--- config.mk ---
export PLATFORM = sky130hd
export DESIGN_NAME = btn_conditioner
export DESIGN_NICKNAME = d
export VERILOG_FILES = /design/src/rtl/btn_cond_pkg.sv /design/src/rtl/btn_conditioner_channel.sv /design/src/rtl/btn_conditioner.sv
export SDC_FILE = /design/constraint.sdc
export NUM_CORES = 1
export LEC_CHECK = 0
export CAP_MARGIN = 10
export CORE_MARGIN = 3
export CORE_UTILIZATION = 25
export DETAILED_ROUTE_END_ITERATION = 6
export GPL_TIMING_DRIVEN = 0
export SETUP_SLACK_MARGIN = 0.5
export SYNTH_ARGS = -nofsm -noshare
export SYNTH_HDL_FRONTEND = slang
export SYNTH_SLANG_ARGS = --single-unit
--- constraint.sdc ---
create_clock -name sys_clk -period 3.2 [get_ports sys_clk]
set_input_delay 0.64 -clock sys_clk [delete_from_list [all_inputs] [get_ports sys_clk]]
set_output_delay 0.64 -clock sys_clk [all_outputs]
set_load 0.01 [all_outputs]
--- src/rtl/btn_cond_pkg.sv ---
// Shared types and default constants for the button conditioner.
// Optional feature macro: LONG_PRESS_EN (long-press hold counter).
package btn_cond_pkg;

   typedef enum logic [2:0] {
      IDLE,
      PRESS_CHK,
      HELD,
      LONG,
      REL_CHK
   } btn_state_e;

   localparam int unsigned TICK_DIV_DEF    = 100000;
   localparam int unsigned DEBOUNCE_MS_DEF = 20;
   localparam int unsigned LONG_MS_DEF     = 1000;

endpackage

--- src/rtl/btn_conditioner_channel.sv ---
// One button channel: two-flop synchroniser, debounce FSM, hold counter.
// LONG_PRESS_EN builds the hold counter and the LONG state.
module btn_channel
   import btn_cond_pkg::*;
#(
   parameter int unsigned DEBOUNCE_MS = DEBOUNCE_MS_DEF,
   parameter int unsigned LONG_MS     = LONG_MS_DEF
) (
   input  logic clk_i,
   input  logic rst_ni,
   input  logic tick_i,
   input  logic raw_i,
   output logic level_o,
   output logic rise_o,
   output logic fall_o,
   output logic long_o
);

   localparam int unsigned DBW = $clog2(DEBOUNCE_MS);
   localparam logic [DBW-1:0] DB_LAST = DBW'(DEBOUNCE_MS - 1);

   if (DEBOUNCE_MS < 2 || LONG_MS <= DEBOUNCE_MS) begin : g_cfg_err
      $error("btn_channel: DEBOUNCE_MS must be >= 2 and < LONG_MS");
   end

   logic [1:0]     sync_q;
   logic           sync;
   btn_state_e     state_q, state_d;
   logic [DBW-1:0] db_cnt_q, db_cnt_d;
   logic           level_q, level_d;
   logic           rise_q, rise_d;
   logic           fall_q, fall_d;

`ifdef LONG_PRESS_EN
   localparam int unsigned HW = $clog2(LONG_MS);
   localparam logic [HW-1:0] HOLD_LAST = HW'(LONG_MS - 1);

   logic [HW-1:0] hold_cnt_q, hold_cnt_d;
   logic          long_q, long_d;
`endif

   assign sync = sync_q[1];

   // Bring the raw pin into the clock domain.
   always_ff @(posedge clk_i or negedge rst_ni) begin
      if (!rst_ni) begin
         sync_q <= 2'b00;
      end else begin
         sync_q <= {sync_q[0], raw_i};
      end
   end

   // Next state: a sync change always beats a tick in the same cycle.
   always_comb begin
      state_d  = state_q;
      db_cnt_d = db_cnt_q;
      level_d  = level_q;
      rise_d   = 1'b0;
      fall_d   = 1'b0;
`ifdef LONG_PRESS_EN
      hold_cnt_d = hold_cnt_q;
      long_d     = long_q;
`endif
      unique case (state_q)
         IDLE: begin
            if (sync) begin
               state_d  = PRESS_CHK;
               db_cnt_d = '0;
            end
         end
         PRESS_CHK: begin
            if (!sync) begin
               state_d = IDLE;
            end else if (tick_i) begin
               if (db_cnt_q == DB_LAST) begin
                  state_d = HELD;
                  level_d = 1'b1;
                  rise_d  = 1'b1;
`ifdef LONG_PRESS_EN
                  hold_cnt_d = '0;
`endif
               end else begin
                  db_cnt_d = db_cnt_q + 1'b1;
               end
            end
         end
         HELD: begin
            if (!sync) begin
               state_d  = REL_CHK;
               db_cnt_d = '0;
            end
`ifdef LONG_PRESS_EN
            else if (tick_i) begin
               if (hold_cnt_q == HOLD_LAST) begin
                  state_d = LONG;
                  long_d  = 1'b1;
               end else begin
                  hold_cnt_d = hold_cnt_q + 1'b1;
               end
            end
`endif
         end
`ifdef LONG_PRESS_EN
         LONG: begin
            if (!sync) begin
               state_d  = REL_CHK;
               db_cnt_d = '0;
            end
         end
`endif
         REL_CHK: begin
            if (sync) begin
`ifdef LONG_PRESS_EN
               state_d = long_q ? LONG : HELD;
`else
               state_d = HELD;
`endif
            end else if (tick_i) begin
               if (db_cnt_q == DB_LAST) begin
                  state_d = IDLE;
                  level_d = 1'b0;
                  fall_d  = 1'b1;
`ifdef LONG_PRESS_EN
                  long_d = 1'b0;
`endif
               end else begin
                  db_cnt_d = db_cnt_q + 1'b1;
               end
            end
         end
         default: begin
            state_d = IDLE;
         end
      endcase
   end

   // State, counters and registered outputs.
   always_ff @(posedge clk_i or negedge rst_ni) begin
      if (!rst_ni) begin
         state_q  <= IDLE;
         db_cnt_q <= '0;
         level_q  <= 1'b0;
         rise_q   <= 1'b0;
         fall_q   <= 1'b0;
      end else begin
         state_q  <= state_d;
         db_cnt_q <= db_cnt_d;
         level_q  <= level_d;
         rise_q   <= rise_d;
         fall_q   <= fall_d;
      end
   end

`ifdef LONG_PRESS_EN
   // Hold counter and long-press flag.
   always_ff @(posedge clk_i or negedge rst_ni) begin
      if (!rst_ni) begin
         hold_cnt_q <= '0;
         long_q     <= 1'b0;
      end else begin
         hold_cnt_q <= hold_cnt_d;
         long_q     <= long_d;
      end
   end

   assign long_o = long_q;
`else
   assign long_o = 1'b0;
`endif

   assign level_o = level_q;
   assign rise_o  = rise_q;
   assign fall_o  = fall_q;

endmodule

--- src/rtl/btn_conditioner.sv ---
// Button/switch conditioner: shared ms tick plus N_BTN debounced channels.
// Optional feature macro: LONG_PRESS_EN (long-press flag on btn_long).
module btn_conditioner
   import btn_cond_pkg::*;
#(
   parameter int unsigned N_BTN       = 8,
   parameter int unsigned TICK_DIV    = TICK_DIV_DEF,
   parameter int unsigned DEBOUNCE_MS = DEBOUNCE_MS_DEF,
   parameter int unsigned LONG_MS     = LONG_MS_DEF
) (
   input  logic             sys_clk,
   input  logic             rst_n,
   input  logic [N_BTN-1:0] btn_raw,
   output logic [N_BTN-1:0] btn_level,
   output logic [N_BTN-1:0] btn_rise,
   output logic [N_BTN-1:0] btn_fall,
   output logic [N_BTN-1:0] btn_long
);

   localparam int unsigned TW = (TICK_DIV > 1) ? $clog2(TICK_DIV) : 1;
   localparam logic [TW-1:0] TICK_LAST = TW'(TICK_DIV - 1);

   logic [TW-1:0] tick_cnt_q, tick_cnt_d;
   logic          tick;

   assign tick       = (tick_cnt_q == TICK_LAST);
   assign tick_cnt_d = tick ? '0 : tick_cnt_q + 1'b1;

   // Millisecond prescaler; tick is high in the cycle it wraps.
   always_ff @(posedge sys_clk or negedge rst_n) begin
      if (!rst_n) begin
         tick_cnt_q <= '0;
      end else begin
         tick_cnt_q <= tick_cnt_d;
      end
   end

   for (genvar i = 0; i < N_BTN; i++) begin : g_ch
      btn_channel #(
         .DEBOUNCE_MS (DEBOUNCE_MS),
         .LONG_MS     (LONG_MS)
      ) u_ch (
         .clk_i   (sys_clk),
         .rst_ni  (rst_n),
         .tick_i  (tick),
         .raw_i   (btn_raw[i]),
         .level_o (btn_level[i]),
         .rise_o  (btn_rise[i]),
         .fall_o  (btn_fall[i]),
         .long_o  (btn_long[i])
      );
   end

endmodule

Word level (Yosys, flattened, before mapping)
Index checks and enable logic that the tools add are counted.
- register bits after elaboration: 121
- bits in latches: 0
- RAM bits: 0
- ROM bits: 0
- input port bits: 10
- output and inout port bits: 32
- memories kept: 0
- $add $sub $neg: 9
- multipliers: 0
- div/mod/pow operators: 0
- $lt $le $gt $ge: 0
- equality and inequality tests: 129
- shift-type cells: 0
- multiplexer cells: 233
- bitwise operators: 0
- reductions and logical operators: 48
- operators by type and width (cell ; number):
    5-bit 2-to-1 mux ; 48
    3-bit 2-to-1 mux ; 64
    5-bit one-hot mux with 4 select lines ; 8
    1-bit 2-to-1 mux ; 96
    3-bit one-hot mux with 4 select lines ; 8
    2-bit by 1-bit != test with 1-bit output (second input constant) ; 32
    2-bit != test (second input constant) ; 32
    7-bit AND reduction ; 8
    3-bit != test (second input constant) ; 16
    6-bit AND reduction ; 8
    5-bit by 1-bit adder with 5-bit output (second input constant) ; 8
    5-bit == test (second input constant) ; 8
    5-bit AND reduction ; 8
    4-bit nonzero test ; 8
    3-bit by 1-bit == test with 1-bit output (second input constant) ; 8
    3-bit by 2-bit == test with 1-bit output (second input constant) ; 8
    3-bit == test (second input constant) ; 8
    3-bit logical NOT ; 8
    3-bit by 1-bit != test with 1-bit output (second input constant) ; 8
    3-bit by 2-bit != test with 1-bit output (second input constant) ; 8
    17-bit by 1-bit adder with 17-bit output (second input constant) ; 1
    17-bit == test (second input constant) ; 1
    17-bit 2-to-1 mux ; 1
    1-bit one-hot mux with 2 select lines ; 8
    2-bit nonzero test ; 8

Longest topological paths before layout
Gate-level depths: netlist (run 1).
- depth in word-level cells: 5
- depth in mapped cells: 9

Hierarchy
From an unflattened synthesis (run 1), not the netlist that was laid out.
- cell total of the unflattened synthesis: 634
- area, all modules: 6358.6 um^2
- modules (own cells, without submodules) (module ; times used ; cells an instance ; area each (um^2) ; sequential area each (um^2)):
    btn_channel ; 8 ; 70 ; 695.7 ; 325.3
    btn_conditioner ; 1 ; 74 ; 793.3 ; 425.4

Worst setup path after synthesis (run 1)
OpenSTA, ideal clock, no wires.
- path kind: flip-flop to flip-flop
- from: register tick_cnt_q[0]
- to: register g_ch[0].u_ch.level_q
- setup time: 0.136 ns
- arrival time: 1.805 ns
- data required time: 3.064 ns
- path slack: 1.259 ns
- stages on the path, launching flop included: 10
- buffers on the path: 3
- path through: dfrtp_1 ha_1 and4_1 clkbuf_1 and4_1 buf_4 buf_6 nand2_1 o41ai_1 a2bb2oi_1
- longest elaborated chain between the ends: 3
- ends and longest elaborated chain (item ; RTL line ; RTL):
    start: declaration ; btn_conditioner.sv:23 ; logic [TW-1:0] tick_cnt_q, tick_cnt_d;
    start signal: assignment ; btn_conditioner.sv:34 ; tick_cnt_q <= tick_cnt_d;
    17-bit == test * ; btn_conditioner.sv:26 ; assign tick = (tick_cnt_q == TICK_LAST);
    2-bit != test (no source line) ; -- ;
    7-bit AND reduction (no source line) * ; -- ;
    end signal: assignment ; btn_conditioner_channel.sv:148 ; level_q <= level_d;
    end: declaration ; btn_conditioner_channel.sv:30 ; logic level_q, level_d;
Mark *: on every way between the ends. The rest lies on a longest branch, timed or not.
A chain may end at the register's enable or synchronous reset.

Worst setup path after layout (run 1)
- from: register tick_cnt_q[0]
- to: register g_ch[0].u_ch.db_cnt_q[1]
- longest elaborated chain between the ends: 4
- ends and longest elaborated chain (item ; RTL line ; RTL):
    17-bit == test * ; btn_conditioner.sv:26 ;
    5-bit 2-to-1 mux * ; -- ;
    5-bit 2-to-1 mux (on tied branches) ; -- ;
    5-bit one-hot mux with 4 select lines * ; -- ;
    end signal: assignment ; btn_conditioner_channel.sv:147 ; db_cnt_q <= db_cnt_d;
    end: declaration ; btn_conditioner_channel.sv:29 ; logic [DBW-1:0] db_cnt_q, db_cnt_d;
Mark *: on every way between the ends. The rest lies on a longest branch, timed or not. The select of a mux whose other input is x is not followed.

==> metrics.cfg, run 1 <==
[timing]
finClkSkew_ns=0.007670
finalHoldViolations=0
post-route-period-util_pct=75.52
setup_tns_ns=0
drv_slew=0
slew-limit-headroom_pct=40.18
fmax_mhz=413.8
final-setup-viol-count=0
layout_setup_ws_ns=0.7835
rsz0062_at_grt=no
max_slew.worst_pin.slew_ns=0.8853
period_minus_slack_ns=2.416

[placement]
dp_hpwl_mm=8.051
io_buffers=33
place_ws_ns=0.7922
place_congestion=0.7898

[clock_tree]
cts_tree=built
root_buffer=clkbuf_16
postCtsResizedCells=0
cts.sinks=121
cts-htree-levels=4
cts_hold_buf=0
clk_pin_slew_ns=0.05
cts.path.max_buffers=2
numCtsBuffers=17
post_cts_buffers=0
insertion_delay_ns=0.41

[die]
die-area_sq_um=26300
core_area_sq_um=23750
std_cell_rows=56
die_w_um=162.2
die_y_um=162.2
initial_core_util_pct=25.67
io_pins=42

[detailed_routing]
viasPerCell=4.609
drtAntennaViolNets=0
dr.pass1.iters=5
drt_iter0_markers=242
routed_wl_mm=12.07
wl_per_cell_um=12.08
remaining_drc_errors=0
vias=4604

[power]
pwr-share-comb_pct=4.9
total_power_w=0.003691
internal-power_w=0.002897
p_leak_nw=3.241
ir_drop_v=0.0003130
power-per-cell-area_nw_per_um2=493.4
p_sw_w=0.0007939
pwr-share-seq_pct=42.5
swShare_pct=21.51
clkPwrFrac_pct=52.6

[yosys]
async_flop_share_pct=100.0
syn_inst=607
syn_avg_cell_area_sq_um=10.04
yosysSeqAreaShare_pct=49.66
synth_ff_type=dfrtp_1
syn-cell-area_sq_um=6097
ys_warn_count=0
synth_edf_count=0
synth_cell_types=62
synth.ff_latch_count=121

[critical_path]
critPathCaptureType=flop
critPathMaxFanout=10
critical_path_class=reg2reg
start_kind=flop
max_stage_delay_ns=0.38
rrSetupSlack_ns=0.78
r2r-start=tick_cnt_q[0]
startpoint=tick_cnt_q[0]
crit_slowest_cell=dfrtp_1
cp.arrival_ns=2.71
crit_chain=ha_1, and4_1, clkbuf_1, nand4_1, buf_2, nor2_1, o21bai_1, a32o_1
cp.required_ns=3.50

[layout]
finalNetCount=686
syn_to_final_growth_pct=22.70
antenna_cells=0
drive_gt1_share_pct=13.09

[grt]
grt_usage_pct=9.601
grt_pass1_wl_mm=20.77
gr-total-overflow=0
antenna_found_initial=0
first_global_vias=4425
grt_max_degree=69

[outcome]
status=finished clean

[run]
maxCapViolCount=0

[worst_hold_path]
hold_path_class=in2async

[final cells by class]
class	count	area, sq um
fill	2412	16270
sequential	121	3028
multi-input combinational	420	2668
clock buffer	24	481.7
tap	319	399.1
buffer	58	371.6
timing repair buffer	34	359.1
clock inverter	8	117.6
inverter	15	56.30
[metal layers]
metal  routed length, um  GRT usage, %
met5                   0             0
met1                6067         12.55
met4                 130         3.451
met3                 420         3.315
met2                5446         14.79
[placed cells by master, fill, tap and decap left out, types with 8 or more instances in the layout]
master,Yosys,layout
xnor2_1,12,12
a21oi_1,23,23
clkbuf_16,0,17
clkbuf_1,17,21
dfrtp_1,121,121
nand2_1,38,38
nand3_1,32,32
ha_1,9,9
xor2_1,12,12
o311ai_1,9,9
and3_1,15,15
clkdlybuf4s50_1,0,32
o21ai_0,32,32
nor2_1,44,44
buf_4,36,36
o31ai_1,13,13
nor2b_1,12,12
nand2b_1,13,13
conb_1,1,8
nand4_1,21,21
nor3_1,18,18
or3_1,8,8
a21boi_0,8,8
inv_1,15,15
[cell families after synthesis]
kind of cell | synth area share (%)
compound gates | 15.97
fa+ha+maj | 1.847
xor+xnor | 3.448
buf+inv | 7.018
other cells | 0.06150
flops | 49.66
mux | 0.6977
simple gates | 21.30
[per-stage QoR]
stage | cells | area (sq um) | hold WS, ns | util [%]
2_1_floorplan | 614 | 6123 | 0.3312 | -
6_report | 999 | 7481 | 0.1656 | 31.49
3_3_place_gp | 966 | 6853 | 0.3321 | 28.85
3_5_place_dp | 967 | 6882 | 0.3364 | 28.97
4_1_cts | 999 | 7481 | 0.1896 | 31.49
5_1_grt | 999 | 7481 | 0.2085 | 31.49
[synthesized netlist by cell type, types with 15 or more instances]
| cell type | instances | area (sq um) |
|---|---|---|
| a21oi_1 | 23 | 115.1 |
| and3_1 | 15 | 93.84 |
| buf_4 | 36 | 270.3 |
| clkbuf_1 | 17 | 63.81 |
| dfrtp_1 | 121 | 3028 |
| inv_1 | 15 | 56.30 |
| nand2_1 | 38 | 142.6 |
| nand3_1 | 32 | 160.2 |
| nand4_1 | 21 | 131.4 |
| nor2_1 | 44 | 165.2 |
| nor3_1 | 18 | 90.09 |
| o21ai_0 | 32 | 160.2 |
[power groups by stage]
stage,sequential (W),clock [W],combinational (W)
floorplan,0.00159,0,0.000112
global placement,0.00159,0,0.000178
detailed placement,0.00159,0,0.000183
CTS,0.00157,0.00201,0.000183
global route,0.00157,0.00208,0.000205
finish,0.00157,0.00194,0.000180
[worst max-delay path: cells and delay by family (launching register included)]
family                   cells  cell delay, ns
AND/OR/NAND/NOR              3            0.79
buffers and inverters        2            0.55
AO/OA/AOI/OAI                2            0.34
flip-flops                   1            0.38
adder cells (fa/ha/maj)      1            0.23
[final timing paths]
check	cells after the start	endpoint
setup / recovery	8	g_ch[0].u_ch.db_cnt_q[1]
hold / removal	1	g_ch[1].u_ch.rise_o
setup reg to reg	8	g_ch[0].u_ch.db_cnt_q[1]
hold reg to reg	0	g_ch[3].u_ch.sync_q[1]
max in group asynchronous	2	g_ch[4].u_ch.fall_o
min in group sys_clk	0	g_ch[3].u_ch.sync_q[1]
[flip-flops by register name (all words and copies together) (netlist names)]
| register | count |
|---|---|
| g_ch.u_ch.state_q | 24 |
| g_ch.u_ch.fall_o | 8 |
| g_ch.u_ch.rise_o | 8 |
| g_ch.u_ch.sync_q | 16 |
| g_ch.u_ch.db_cnt_q | 40 |
| g_ch.u_ch.level_o | 8 |
| tick_cnt_q | 17 |
(Power assumes the default switching activity.)
==> run 2, diff against run 1 <==
- clock period: 3.2 -> 2.49 ns (I/O delays scaled with it)
==> run 2 against run 1 <==
Effect of this change: flip-flop and latch count did not move; core utilization up 1.9 points; worst hold slack got worse by 0.14 ns; first-iteration DRC count shrank 10%; wire length increased by 5.4%; critical path depth increased by 1; critical endpoint is now g_ch[2].u_ch.level_o; non-clock buffer count increased by 14; clock power increased by 29%; sequential power grew 29%.
==> metrics.cfg, run 2 (synthesized netlist as in run 1, its figures left out) <==
[outcome]
status=finished clean

[grt]
antenna_found_initial=0
grt_usage_pct=9.736
grt_pass1_wl_mm=21.10
first_global_vias=4537
grt_max_degree=69
gr-total-overflow=0

[worst_hold_path]
hold_path_class=in2async

[clock_tree]
insertion_delay_ns=0.41
cts.path.max_buffers=2
clk_pin_slew_ns=0.06
numCtsBuffers=17
cts-htree-levels=4
cts_hold_buf=0
cts.sinks=121
root_buffer=clkbuf_16
cts_tree=built

[timing]
period_minus_slack_ns=1.957
drv_slew=0
holdWs_ns=0.03037
final-setup-viol-count=0
post-route-period-util_pct=78.58
max_slew.worst_pin.slew_ns=0.5965
layout_setup_ws_ns=0.5334
finClkSkew_ns=0.01103
slew-limit-headroom_pct=59.93
fmax_mhz=511.1
finalHoldViolations=0
rsz0062_at_grt=yes

[layout]
mostFrequentLayoutCell=dfrtp_1
drive_gt1_share_pct=19.60
final_cell_mix=120 x dfrtp_1, 43 x nor2_1, 42 x buf_4, 34 x nand2_1, 31 x clkdlybuf4s50_1
multiInputGateArea_sq_um=2919
largestRegisters=g_ch.u_ch.db_cnt_q x40, g_ch.u_ch.state_q x24, tick_cnt_q x17
syn_to_final_growth_pct=30.21
fin_util_pct=33.42
final.fill_count=2382
finalNetCount=700
largest_reg_flops=40
largest_register=g_ch.u_ch.db_cnt_q
finalInstanceArea_sq_um=7939
antenna_cells=0
regArea_sq_um=3029

[placement]
place_congestion=0.7898
dpl-instance-area_sq_um=6882
io_buffers=33
dp_hpwl_mm=8.051
place_ws_ns=0.08220

[die]
die-area_sq_um=26300
die_w_um=162.2
std_cell_rows=56
die_y_um=162.2
io_pins=42
initial_core_util_pct=25.67
core_area_sq_um=23750

[power]
total_power_w=0.004755
power-per-cell-area_nw_per_um2=598.9
p_leak_nw=3.397
ir_drop_v=0.0003878

[critical_path]
critical_path_class=reg2reg
cp.required_ns=2.78
r2r-start=tick_cnt_q[0]
critPathMaxFanout=6
r2r_cells=9
rrSetupSlack_ns=0.53
endpoint=g_ch[2].u_ch.level_o
cp.arrival_ns=2.24
start_kind=flop
rr_endpoint=g_ch[2].u_ch.level_o
startpoint=tick_cnt_q[0]
critPathCaptureType=flop

[detailed_routing]
wl_per_cell_um=12.56
dr.pass1.iters=5
viasPerCell=4.635
routed_wl_mm=12.72
vias=4695
drtAntennaViolNets=0
remaining_drc_errors=0
drt_iter0_markers=217

[run]
maxCapViolCount=0

run 2: area by class of cell:
cell class                      instances  area share [%]
Buffer                                 58           5.374
Clock buffer                           24           6.068
Clock inverter                          8           1.481
Inverter                               15          0.7092
Multi-Input combinational cell        420           36.77
Sequential cell                       121           38.16
Tap cell                              319           5.028
Timing Repair Buffer                   48           6.414
run 2: how the worst min path moves through the flow:
| stage | endpoint | slack [ns] |
|---|---|---|
| finish | g_ch[1].u_ch.rise_o | 0.03 |
| global route | g_ch[1].u_ch.rise_o | 0.07 |
| CTS | g_ch[1].u_ch.rise_o | 0.05 |
| detailed placement | g_ch[1].u_ch.sync_q[1] | 0.34 |
| global placement | g_ch[3].u_ch.sync_q[1] | 0.33 |
| floorplan | g_ch[0].u_ch.db_cnt_q[0] | 0.20 |
run 2: critical path, stage by stage, from the launching register on:
cell and delay [ns]:
dfrtp_1 0.39, ha_4 0.15, and4_1 0.19, clkbuf_8 0.15
and4_4 0.26, buf_12 0.14, buf_12 0.13, nand2_8 0.05
o41ai_4 0.29, a2bb2oi_2 0.08
run 2: metrics by stage:
stage | cells | TNS, ns
detailed placement | 967 | 0
CTS | 1003 | 0
global route | 1013 | 0
finish | 1013 | 0
floorplan | 614 | 0
global placement | 966 | -498.73
run 2: per-layer routing:
metal | up-vias | track usage [%] | wire, um
li1 | 2337 | - | -
met1 | 2284 | 12.56 | 6131
met2 | 63 | 15.00 | 5998
met3 | 11 | 3.469 | 419
met4 | 0 | 3.722 | 170
met5 | - | 0 | 0
run 2: repair_timing:
item	4_1_cts	5_1_grt
endpoints found under the setup margin	92	63
buffers inserted	4	8
gates cloned	0	2
gates resized for setup	25	52
pin swaps	2	17
endpoints found under the hold margin	0	0
run 2: report_power, final:
part	switching, W	internal, W
clock network	0.000850	0.00165
logic	0.000160	0.0000840
registers	0.0000200	0.00200
total	0.00103	0.00373
